<file path="src/rtl/core_pkg.sv">
// Shared types and encodings for the core control path.
package core_pkg;

  localparam int BYTE_NUM_DEFAULT = 8;

  typedef enum logic [2:0] {
    S_IDLE,
    S_FETCH,
    S_FETCH_WAIT,
    S_DECODE,
    S_EXECUTE,
    S_MEM_WAIT,
    S_HALT
  } state_t;

  localparam logic [6:0] OPC_LOAD      = 7'b0000011;
  localparam logic [6:0] OPC_OP_IMM    = 7'b0010011;
  localparam logic [6:0] OPC_AUIPC     = 7'b0010111;
  localparam logic [6:0] OPC_OP_IMM_32 = 7'b0011011;
  localparam logic [6:0] OPC_STORE     = 7'b0100011;
  localparam logic [6:0] OPC_OP        = 7'b0110011;
  localparam logic [6:0] OPC_LUI       = 7'b0110111;
  localparam logic [6:0] OPC_OP_32     = 7'b0111011;
  localparam logic [6:0] OPC_BRANCH    = 7'b1100011;
  localparam logic [6:0] OPC_JALR      = 7'b1100111;
  localparam logic [6:0] OPC_JAL       = 7'b1101111;

  typedef enum logic [1:0] {
    WRS_ALU  = 2'b00,
    WRS_LOAD = 2'b01,
    WRS_PC4  = 2'b10,
    WRS_IMM  = 2'b11
  } wr_src_t;

  // Load extension select: MSB set means sign-extend.
  localparam logic [2:0] RDS_LB  = 3'b100;
  localparam logic [2:0] RDS_LH  = 3'b101;
  localparam logic [2:0] RDS_LW  = 3'b110;
  localparam logic [2:0] RDS_LD  = 3'b111;
  localparam logic [2:0] RDS_LBU = 3'b000;
  localparam logic [2:0] RDS_LHU = 3'b001;
  localparam logic [2:0] RDS_LWU = 3'b010;

  typedef struct packed {
    logic       alua_src;
    logic       alub_src;
    logic       aluy_src;
    logic       arithmetic;
    logic       alupc_src;
    logic       jump;
    logic       branch;
    logic       is_load;
    logic       is_store;
    logic       reg_write;
    logic [2:0] alu_src;
    logic [2:0] read_data_src;
    wr_src_t    wr_src;
    logic [2:0] funct3;
  } ctrl_t;

endpackage

</file>
<file path="src/rtl/instruction_decoder.sv">
// Combinational map from opcode/funct3/funct7 to the registered control word.
module instruction_decoder
  import core_pkg::*;
#(
  parameter int BYTE_NUM = BYTE_NUM_DEFAULT
) (
  input  logic [6:0]          i_opcode,
  input  logic [2:0]          i_funct3,
  input  logic [6:0]          i_funct7,
  output ctrl_t               o_ctrl,
  output logic [BYTE_NUM-1:0] o_byte_we,
  output logic                o_illegal
);

  logic w_unused_funct7;
  assign w_unused_funct7 = ^{i_funct7[6], i_funct7[4:0]};

  always_comb begin
    o_ctrl        = '0;
    o_byte_we     = '0;
    o_illegal     = 1'b0;
    o_ctrl.funct3 = i_funct3;
    case (i_opcode)
      OPC_OP, OPC_OP_32: begin
        o_ctrl.alu_src    = i_funct3;
        o_ctrl.arithmetic = i_funct7[5];
        o_ctrl.aluy_src   = (i_opcode == OPC_OP_32);
        o_ctrl.reg_write  = 1'b1;
      end
      OPC_OP_IMM, OPC_OP_IMM_32: begin
        o_ctrl.alub_src   = 1'b1;
        o_ctrl.alu_src    = i_funct3;
        // only SLLI/SRLI/SRAI carry funct7; other immediates reuse those bits
        o_ctrl.arithmetic = (i_funct3[1:0] == 2'b01) & i_funct7[5];
        o_ctrl.aluy_src   = (i_opcode == OPC_OP_IMM_32);
        o_ctrl.reg_write  = 1'b1;
      end
      OPC_LUI: begin
        o_ctrl.wr_src    = WRS_IMM;
        o_ctrl.reg_write = 1'b1;
      end
      OPC_AUIPC: begin
        o_ctrl.alua_src  = 1'b1;
        o_ctrl.alub_src  = 1'b1;
        o_ctrl.reg_write = 1'b1;
      end
      OPC_JAL: begin
        o_ctrl.alua_src  = 1'b1;
        o_ctrl.alub_src  = 1'b1;
        o_ctrl.jump      = 1'b1;
        o_ctrl.wr_src    = WRS_PC4;
        o_ctrl.reg_write = 1'b1;
      end
      OPC_JALR: begin
        o_ctrl.alub_src  = 1'b1;
        o_ctrl.alupc_src = 1'b1;
        o_ctrl.jump      = 1'b1;
        o_ctrl.wr_src    = WRS_PC4;
        o_ctrl.reg_write = 1'b1;
      end
      OPC_BRANCH: begin
        o_ctrl.branch     = 1'b1;
        o_ctrl.arithmetic = 1'b1;
        o_illegal         = (i_funct3[2:1] == 2'b01);
      end
      OPC_LOAD: begin
        o_ctrl.alub_src      = 1'b1;
        o_ctrl.is_load       = 1'b1;
        o_ctrl.reg_write     = 1'b1;
        o_ctrl.wr_src        = WRS_LOAD;
        o_ctrl.read_data_src = {~i_funct3[2], i_funct3[1:0]};
        o_illegal            = (i_funct3 == 3'b111);
      end
      OPC_STORE: begin
        o_ctrl.alub_src = 1'b1;
        o_ctrl.is_store = 1'b1;
        for (int i = 0; i < BYTE_NUM; i++) begin
          o_byte_we[i] = (i < (1 << i_funct3[1:0]));
        end
        o_illegal = i_funct3[2];
      end
      default: o_illegal = 1'b1;
    endcase
  end

endmodule

</file>
<file path="src/rtl/control_unit.sv">
// Multi-cycle control FSM: fetch, decode into a registered control word, execute/memory.
//   state        | meaning
//   S_IDLE       | post-reset, all outputs low
//   S_FETCH      | instruction memory strobe, one cycle
//   S_FETCH_WAIT | hold strobe until instruction memory not busy
//   S_DECODE     | latch control word, trap illegal encodings
//   S_EXECUTE    | drive control word; non-memory ops retire here
//   S_MEM_WAIT   | hold data strobe until data memory not busy, then retire
//   S_HALT       | illegal instruction seen, exit by reset only
module control_unit
  import core_pkg::*;
#(
  parameter int BYTE_NUM = BYTE_NUM_DEFAULT
) (
  input  logic                i_clock,
  input  logic                i_reset_n,
  input  logic [6:0]          i_opcode,
  input  logic [2:0]          i_funct3,
  input  logic [6:0]          i_funct7,
  input  logic                i_zero,
  input  logic                i_negative,
  input  logic                i_carry_out,
  input  logic                i_overflow,
  input  logic                i_instruction_mem_busy,
  input  logic                i_data_mem_busy,
  output logic                o_instruction_mem_enable,
  output logic                o_data_mem_enable,
  output logic [BYTE_NUM-1:0] o_data_mem_byte_write_enable,
  output logic                o_alua_src,
  output logic                o_alub_src,
  output logic                o_aluy_src,
  output logic                o_carry_in,
  output logic                o_arithmetic,
  output logic                o_alupc_src,
  output logic                o_pc_src,
  output logic                o_pc_enable,
  output logic                o_write_register_enable,
  output logic [2:0]          o_alu_src,
  output logic [2:0]          o_read_data_src,
  output logic [1:0]          o_write_register_src,
  output logic                o_halted
);

  state_t              r_state, w_next_state;
  ctrl_t               r_ctrl, w_dec_ctrl;
  logic [BYTE_NUM-1:0] r_byte_we, w_dec_byte_we;
  logic                w_dec_illegal;
  logic                w_drive;
  logic                w_cond;
  logic                w_mem;

  instruction_decoder #(.BYTE_NUM(BYTE_NUM)) u_decoder (
    .i_opcode  (i_opcode),
    .i_funct3  (i_funct3),
    .i_funct7  (i_funct7),
    .o_ctrl    (w_dec_ctrl),
    .o_byte_we (w_dec_byte_we),
    .o_illegal (w_dec_illegal)
  );

  always_ff @(posedge i_clock or negedge i_reset_n) begin
    if (!i_reset_n) begin
      r_state   <= S_IDLE;
      r_ctrl    <= '0;
      r_byte_we <= '0;
    end else begin
      r_state <= w_next_state;
      if (r_state == S_DECODE) begin
        r_ctrl    <= w_dec_ctrl;
        r_byte_we <= w_dec_byte_we;
      end
    end
  end

  assign w_mem = r_ctrl.is_load | r_ctrl.is_store;

  // BEQ/BNE use zero, BLT/BGE signed less-than, BLTU/BGEU borrow
  always_comb begin
    case (r_ctrl.funct3[2:1])
      2'b00:   w_cond = i_zero;
      2'b10:   w_cond = i_negative ^ i_overflow;
      default: w_cond = ~i_carry_out;
    endcase
  end

  always_comb begin
    w_next_state             = r_state;
    w_drive                  = 1'b0;
    o_instruction_mem_enable = 1'b0;
    o_data_mem_enable        = 1'b0;
    o_pc_enable              = 1'b0;
    o_pc_src                 = 1'b0;
    o_write_register_enable  = 1'b0;
    o_halted                 = 1'b0;
    case (r_state)
      S_IDLE: w_next_state = S_FETCH;
      S_FETCH: begin
        o_instruction_mem_enable = 1'b1;
        w_next_state             = S_FETCH_WAIT;
      end
      S_FETCH_WAIT: begin
        o_instruction_mem_enable = 1'b1;
        if (!i_instruction_mem_busy) w_next_state = S_DECODE;
      end
      S_DECODE: w_next_state = w_dec_illegal ? S_HALT : S_EXECUTE;
      S_EXECUTE: begin
        w_drive = 1'b1;
        if (w_mem) begin
          o_data_mem_enable = 1'b1;
          w_next_state      = S_MEM_WAIT;
        end else begin
          o_pc_enable             = 1'b1;
          o_write_register_enable = r_ctrl.reg_write;
          o_pc_src                = r_ctrl.jump | (r_ctrl.branch & (w_cond ^ r_ctrl.funct3[0]));
          w_next_state            = S_FETCH;
        end
      end
      S_MEM_WAIT: begin
        w_drive           = 1'b1;
        o_data_mem_enable = 1'b1;
        if (!i_data_mem_busy) begin
          o_pc_enable             = 1'b1;
          o_write_register_enable = r_ctrl.is_load;
          w_next_state            = S_FETCH;
        end
      end
      S_HALT: o_halted = 1'b1;
      default: w_next_state = S_IDLE;
    endcase
  end

  assign o_alua_src                   = w_drive & r_ctrl.alua_src;
  assign o_alub_src                   = w_drive & r_ctrl.alub_src;
  assign o_aluy_src                   = w_drive & r_ctrl.aluy_src;
  assign o_arithmetic                 = w_drive & r_ctrl.arithmetic;
  assign o_carry_in                   = w_drive & r_ctrl.arithmetic;
  assign o_alupc_src                  = w_drive & r_ctrl.alupc_src;
  assign o_alu_src                    = w_drive ? r_ctrl.alu_src : 3'b000;
  assign o_read_data_src              = w_drive ? r_ctrl.read_data_src : 3'b000;
  assign o_write_register_src         = w_drive ? r_ctrl.wr_src : 2'b00;
  assign o_data_mem_byte_write_enable = w_drive ? r_byte_we : '0;

endmodule

</file>
<file path="config.mk">
export PLATFORM = sky130hd
export DESIGN_NAME = control_unit
export DESIGN_NICKNAME = d
export VERILOG_FILES = /design/src/rtl/core_pkg.sv /design/src/rtl/instruction_decoder.sv /design/src/rtl/control_unit.sv
export SDC_FILE = /design/constraint.sdc
export NUM_CORES = 1
export LEC_CHECK = 0
export BUFFER_PORTS_ARGS = -buffer_cell sky130_fd_sc_hd__buf_2
export CAP_MARGIN = 20
export CORE_ASPECT_RATIO = 0.6
export CORE_UTILIZATION = 40
export CTS_CLUSTER_DIAMETER = 200
export DETAILED_ROUTE_END_ITERATION = 8
export PLACE_DENSITY_LB_ADDON = 0.08
export SKIP_LAST_GASP = 1
export SLEW_MARGIN = 20
export SYNTH_ARGS = -nofsm -noshare
export SYNTH_HDL_FRONTEND = slang
export SYNTH_SLANG_ARGS = --single-unit
</file>
<file path="constraint.sdc">
create_clock -name i_clock -period 2.5 [get_ports i_clock]
set_input_delay 0.25 -clock i_clock [delete_from_list [all_inputs] [get_ports i_clock]]
set_output_delay 0.25 -clock i_clock [all_outputs]
set_load 0.1 [all_outputs]
</file>
# Yosys cells after proc, flatten, opt, wreduce, memory -nomap -nowiden
# Cells that the tools add are included.
classes:
  order_cmp: 8
  n_eq_ne: 23
  shift: 1
  muxes: 38
  n_bitwise: 14
  reduce_logical: 13
ops:
  columns: ["cell", "count"]
  rows:
  - ["$lt 4x32->1 const A", 4]
  - ["$lt 3x32->1 const A", 2]
  - ["$lt 1x32->1 const A", 1]
  - ["$lt 2x32->1 const A", 1]
  - ["$shl 1x2->32 const A", 1]
  - ["$eq 7x6->1 const B", 4]
  - ["$eq 7x5->1 const B", 3]
  - ["$eq 7x7->1 const B", 3]
  - ["$mux 3", 7]
  - ["$pmux 3 s7", 1]
  - ["$mux 1", 18]
  - ["$mux 8", 2]
  - ["$eq 3x3->1 const B", 4]
  - ["$reduce_or 2->1", 6]
  - ["$pmux 1 s2", 5]
  - ["$reduce_or 9->1", 1]
  - ["$reduce_or 8->1", 1]
  - ["$and 1x1->1", 7]
  - ["$eq 7x2->1 const B", 1]
  - ["$reduce_or 7->1", 1]
  - ["$eq 3x2->1 const B", 2]
  - ["$pmux 2 s3", 1]
  - ["$eq 2x1->1 const B", 2]
  - ["$mux 2", 2]
  - ["12 further kinds", 17]
totals:
  reg_bits: 32
  out_inout_bits: 28
  wordCells: 113

# Logic depth before layout (Yosys ltp)
logic_depth:
  ltp_word: 7
  mapped_depth: 6
  mapped_depth_nobuf: 4

# Modules after synthesis
# A second synthesis with hierarchy kept.
hier_totals:
  cells_unflattened: 190
  hier_area_um2: 2006.9
modules_own_cells:
  columns: ["mod", "n_inst", "cells_each", "area_per_inst_um2", "seq_area_each_um2"]
  rows:
  - ["control_unit", 1, 123, 1520.2, 800.8]
  - ["instruction_decoder", 1, 67, 486.7, 0.0]

# Worst setup path before layout
# Ideal clock, no wire load.
synth_timing:
  kind: "register to output"
  startpoint: "register r_state[1]"
  endpoint: "output port o_data_mem_byte_write_enable[5]"
  t_arrival_ns: 2.290
  required_time_ns: 2.250
  path_slack_ns: -0.040
  stages_incl_launch_ff: 7
  n_path_buf: 4
  cell_sequence: "dfrtp_1 -> buf_2 -> nor2b_1 -> buf_2 -> clkbuf_1 -> and2_1 -> buf_4"
synth_via:
  elab_chain_cells: 4
  word_cells_on_any_way: 5
  cone_classes: "eq/ne (2); mux (2); reduce/logical (1)"
synth_lines:
  columns: ["item", "line", "text"]
  rows:
  - ["from (decl)", "control_unit.sv:44", "state_t r_state, w_next_state;"]
  - ["from (signal assigned)", "control_unit.sv:67", "r_state <= w_next_state;"]
  - ["$eq 3x3->1", "control_unit.sv:95", "case (r_state)"]
  - ["$reduce_or 2->1 (no source line) *", null, null]
  - ["$mux 1 *", "control_unit.sv:95", null]
  - ["$mux 8 *", "control_unit.sv:141", "assign o_data_mem_byte_write_enable = w_drive ? r_byte_we : '0;"]
  - ["to (decl)", "control_unit.sv:28", "output logic [BYTE_NUM-1:0] o_data_mem_byte_write_enable,"]
# Mark *: on every way between the ends. The rest lies on a longest branch, timed or not.

# Worst setup path after layout
layout_timing:
  startpoint: "register r_state[2]"
  endpoint: "output port o_pc_src"
layout_via:
  elab_chain_cells: 2
layout_lines:
  columns: ["item", "line", "text"]
  rows:
  - ["$eq 3x3->1", "control_unit.sv:95", null]
  - ["$mux 1", "control_unit.sv:95", null]
  - ["to (decl)", "control_unit.sv:35", "output logic o_pc_src,"]
# Every way passes these cells.

==> reports/metrics.csv <==
metric;value;unit
Fill cells;365;
Final #Nets;258;
reg2reg setup slack;0.76;ns
mapped cell area;1680;sq um
HP Class;in2async;
Post-synth ARST share;100;%
die width;85.7;microns
Core Util, Final;54.3;%
Final Critical Period;2.20;ns
Core ar.;3850;sq um
Max Freq;0.454;GHz
first-pass GRT wire length;6840;microns
total power;0.00176;W
synth top area cells;dfrtp_1, nand2_1, and2_1;
maximum buffer depth of the clock tree;2;
WP data required;2.25;ns
Setup TNS Final;0;ns
cells along the critical path;nor2b_1, nand4_1, or3_1, nand3_1, buf_12;
1st-pass router iterations;4;
PortBufs;46;
vias in the first global route;1485;
Worst IR Drop VDD;0.331;mV
Synth area leader;dfrtp_1;
skew final;0.00216;ns
Vias;1514;
ant diodes;0;
Total Routing Usage GR;20.7;%
hold buffer count at CTS;0;
WHS;-0.0184;ns
top cell type's share of synthesized area;43.1;%
number of synthesized flops with an enable pin;0;
H-tree Lvls;2;
WL final;4150;microns
chip height;52.2;microns
Iter 0 DRT Violations;58;
initial antenna violation count;0;
slowest stage delay, CP;0.48;ns
Leakage;1.04;nW
clock latency on the worst-skew pair;0.28;ns
die area;4480;sq um
final antenna-violating net count;0;
Placed Area;1990;sq um
post_cts resized;0;
Critical Path Slowest Stage Cell;dfrtp_1;
Worst setup EP type;output port;
Worst Setup Path Type;reg2out;
power per cell area;843;nW/um^2
largest net degree at the start of global routing;38;
CP Max Fanout;9;
Area Overhead vs Synth;24.3;%
Main synth FF type;dfrtp_1;
num rows;17;
Netlist cell types;44;
Final Setup Violations;0;
Seq cells post-synth;29;
CTS tree;yes;
routability cong.;0.872;
Mapped Cells;193;
sequential share of the synthesized area;43.1;%
worst slew pin tran;0.621;ns
clock sink count;29;
Post-route DRC;0;
Syn Area/Cell;8.72;sq um
net count after synthesis;218;
final cycle utilization of the critical path;88.1;%
Vias/cell;5.20;
wire per inst;14.3;microns
MaxCap Viol Count;0;
global route total overflow;0;
CTS Buf Count;5;
Hold Vio Cnt, Final;29;
fin area;2090;sq um
layout cells sized above 1;27.4;%
Yosys Warn Count;0;
Post-CTS Setup Inserts;0;
boundary pin count;53;
Initial Util;43.7;%
Synth top cells by count;nand2_1, dfrtp_1, and2_1;
Reg clk slew, reported paths;0.06;ns
CP arrival;1.95;ns
status;finished, violations left;
Slew HR;58.6;%
HPWL after DPL;3120;microns
RSZ-0062 raised after global routing;false;
CP Launch Type;register;
root buf cell;clkbuf_8;
most common cell in the synthesized netlist;nand2_1;
max-slew violations;0;
failing checks;hold timing;
[layout make-up]
type	count	area (sq um)	share of cell area, %
Timing Repair Buffer	48	320	15.3
Multi-Input combinational cell	145	858	41.0
Sequential cell	29	726	34.7
Inverter	4	15.0	0.718
Clock inverter	1	5.00	0.239
Clock buffer	7	96.3	4.61
Tap cell	57	71.3	3.41
[layout by cell type, fill, tap and decap left out, types with 3 or more instances in the layout]
cell type   n
a22o_1      6
and2_1     19
buf_12      5
buf_2      41
clkbuf_8    7
dfrtp_1    29
inv_1       4
nand2_1    35
nand2b_1    6
nand3_1     4
nor2_1     16
nor2b_1     8
o21ai_0    11
o31ai_1     3
[report_power, final]
| group | total, W | switching (W) | internal (W) |
|---|---|---|---|
| registers | 0.000642 | 0.0000947 | 0.000547 |
| logic | 0.000697 | 0.000502 | 0.000195 |
| clock network | 0.000425 | 0.000176 | 0.000248 |
| total | 0.00176 | 0.000773 | 0.000990 |
[registers in the layout, summed over array words and instances (netlist names)]
signal	flops
r_state	3
r_ctrl	21
r_byte_we	5
[path summary, 6_finish.rpt]
| path | from | endpoint | depth (start not counted) |
|---|---|---|---|
| max | r_state[2] | o_pc_src | 5 |
| min | i_reset_n | r_ctrl[19] | 1 |
| max reg2reg | r_state[2] | r_state[1] | 3 |
| min reg2reg | r_byte_we[6] | r_byte_we[6] | 2 |
| max in group asynchronous | i_reset_n | r_state[2] | 1 |
| min in group i_clock | i_instruction_mem_busy | r_state[0] | 3 |
[critical path: cells and delay by family (launching register included)]
family	cells	cell delay, ns
flip-flops	1	0.48
AND/OR/NAND/NOR	4	1.01
buffers and inverters	1	0.19
[layer usage]
metal | vias up | global-route usage [%] | share of wire (%)
met5 | - | 0 | 0
met4 | 0 | 10.8 | 2.0
met3 | 9 | 5.04 | 4.5
met2 | 46 | 31.5 | 44
met1 | 720 | 27.8 | 50
li1 | 739 | - | -
[cells by family (layout without fill, tap and decap cells)]
group	count (synthesis)	count (layout)	share of synthesized area, %
AO/OA/AOI/OAI	34	34	13.9
XOR/XNOR	2	2	1.04
buffers and inverters	19	60	5.95
flip-flops	29	29	43.1
multiplexers	1	1	0.669
AND/OR/NAND/NOR	108	108	35.3
[metrics by stage]
stage / std cells / setup WS [ns]
after global routing: 291 / 0.125
after detailed placement: 283 / 0.598
after global placement: 283 / 0.614
after CTS: 291 / 0.292
after floorplan: 193 / 0.0626
final: 291 / 0.297
No activity file was read; power rests on OpenSTA's default activity.
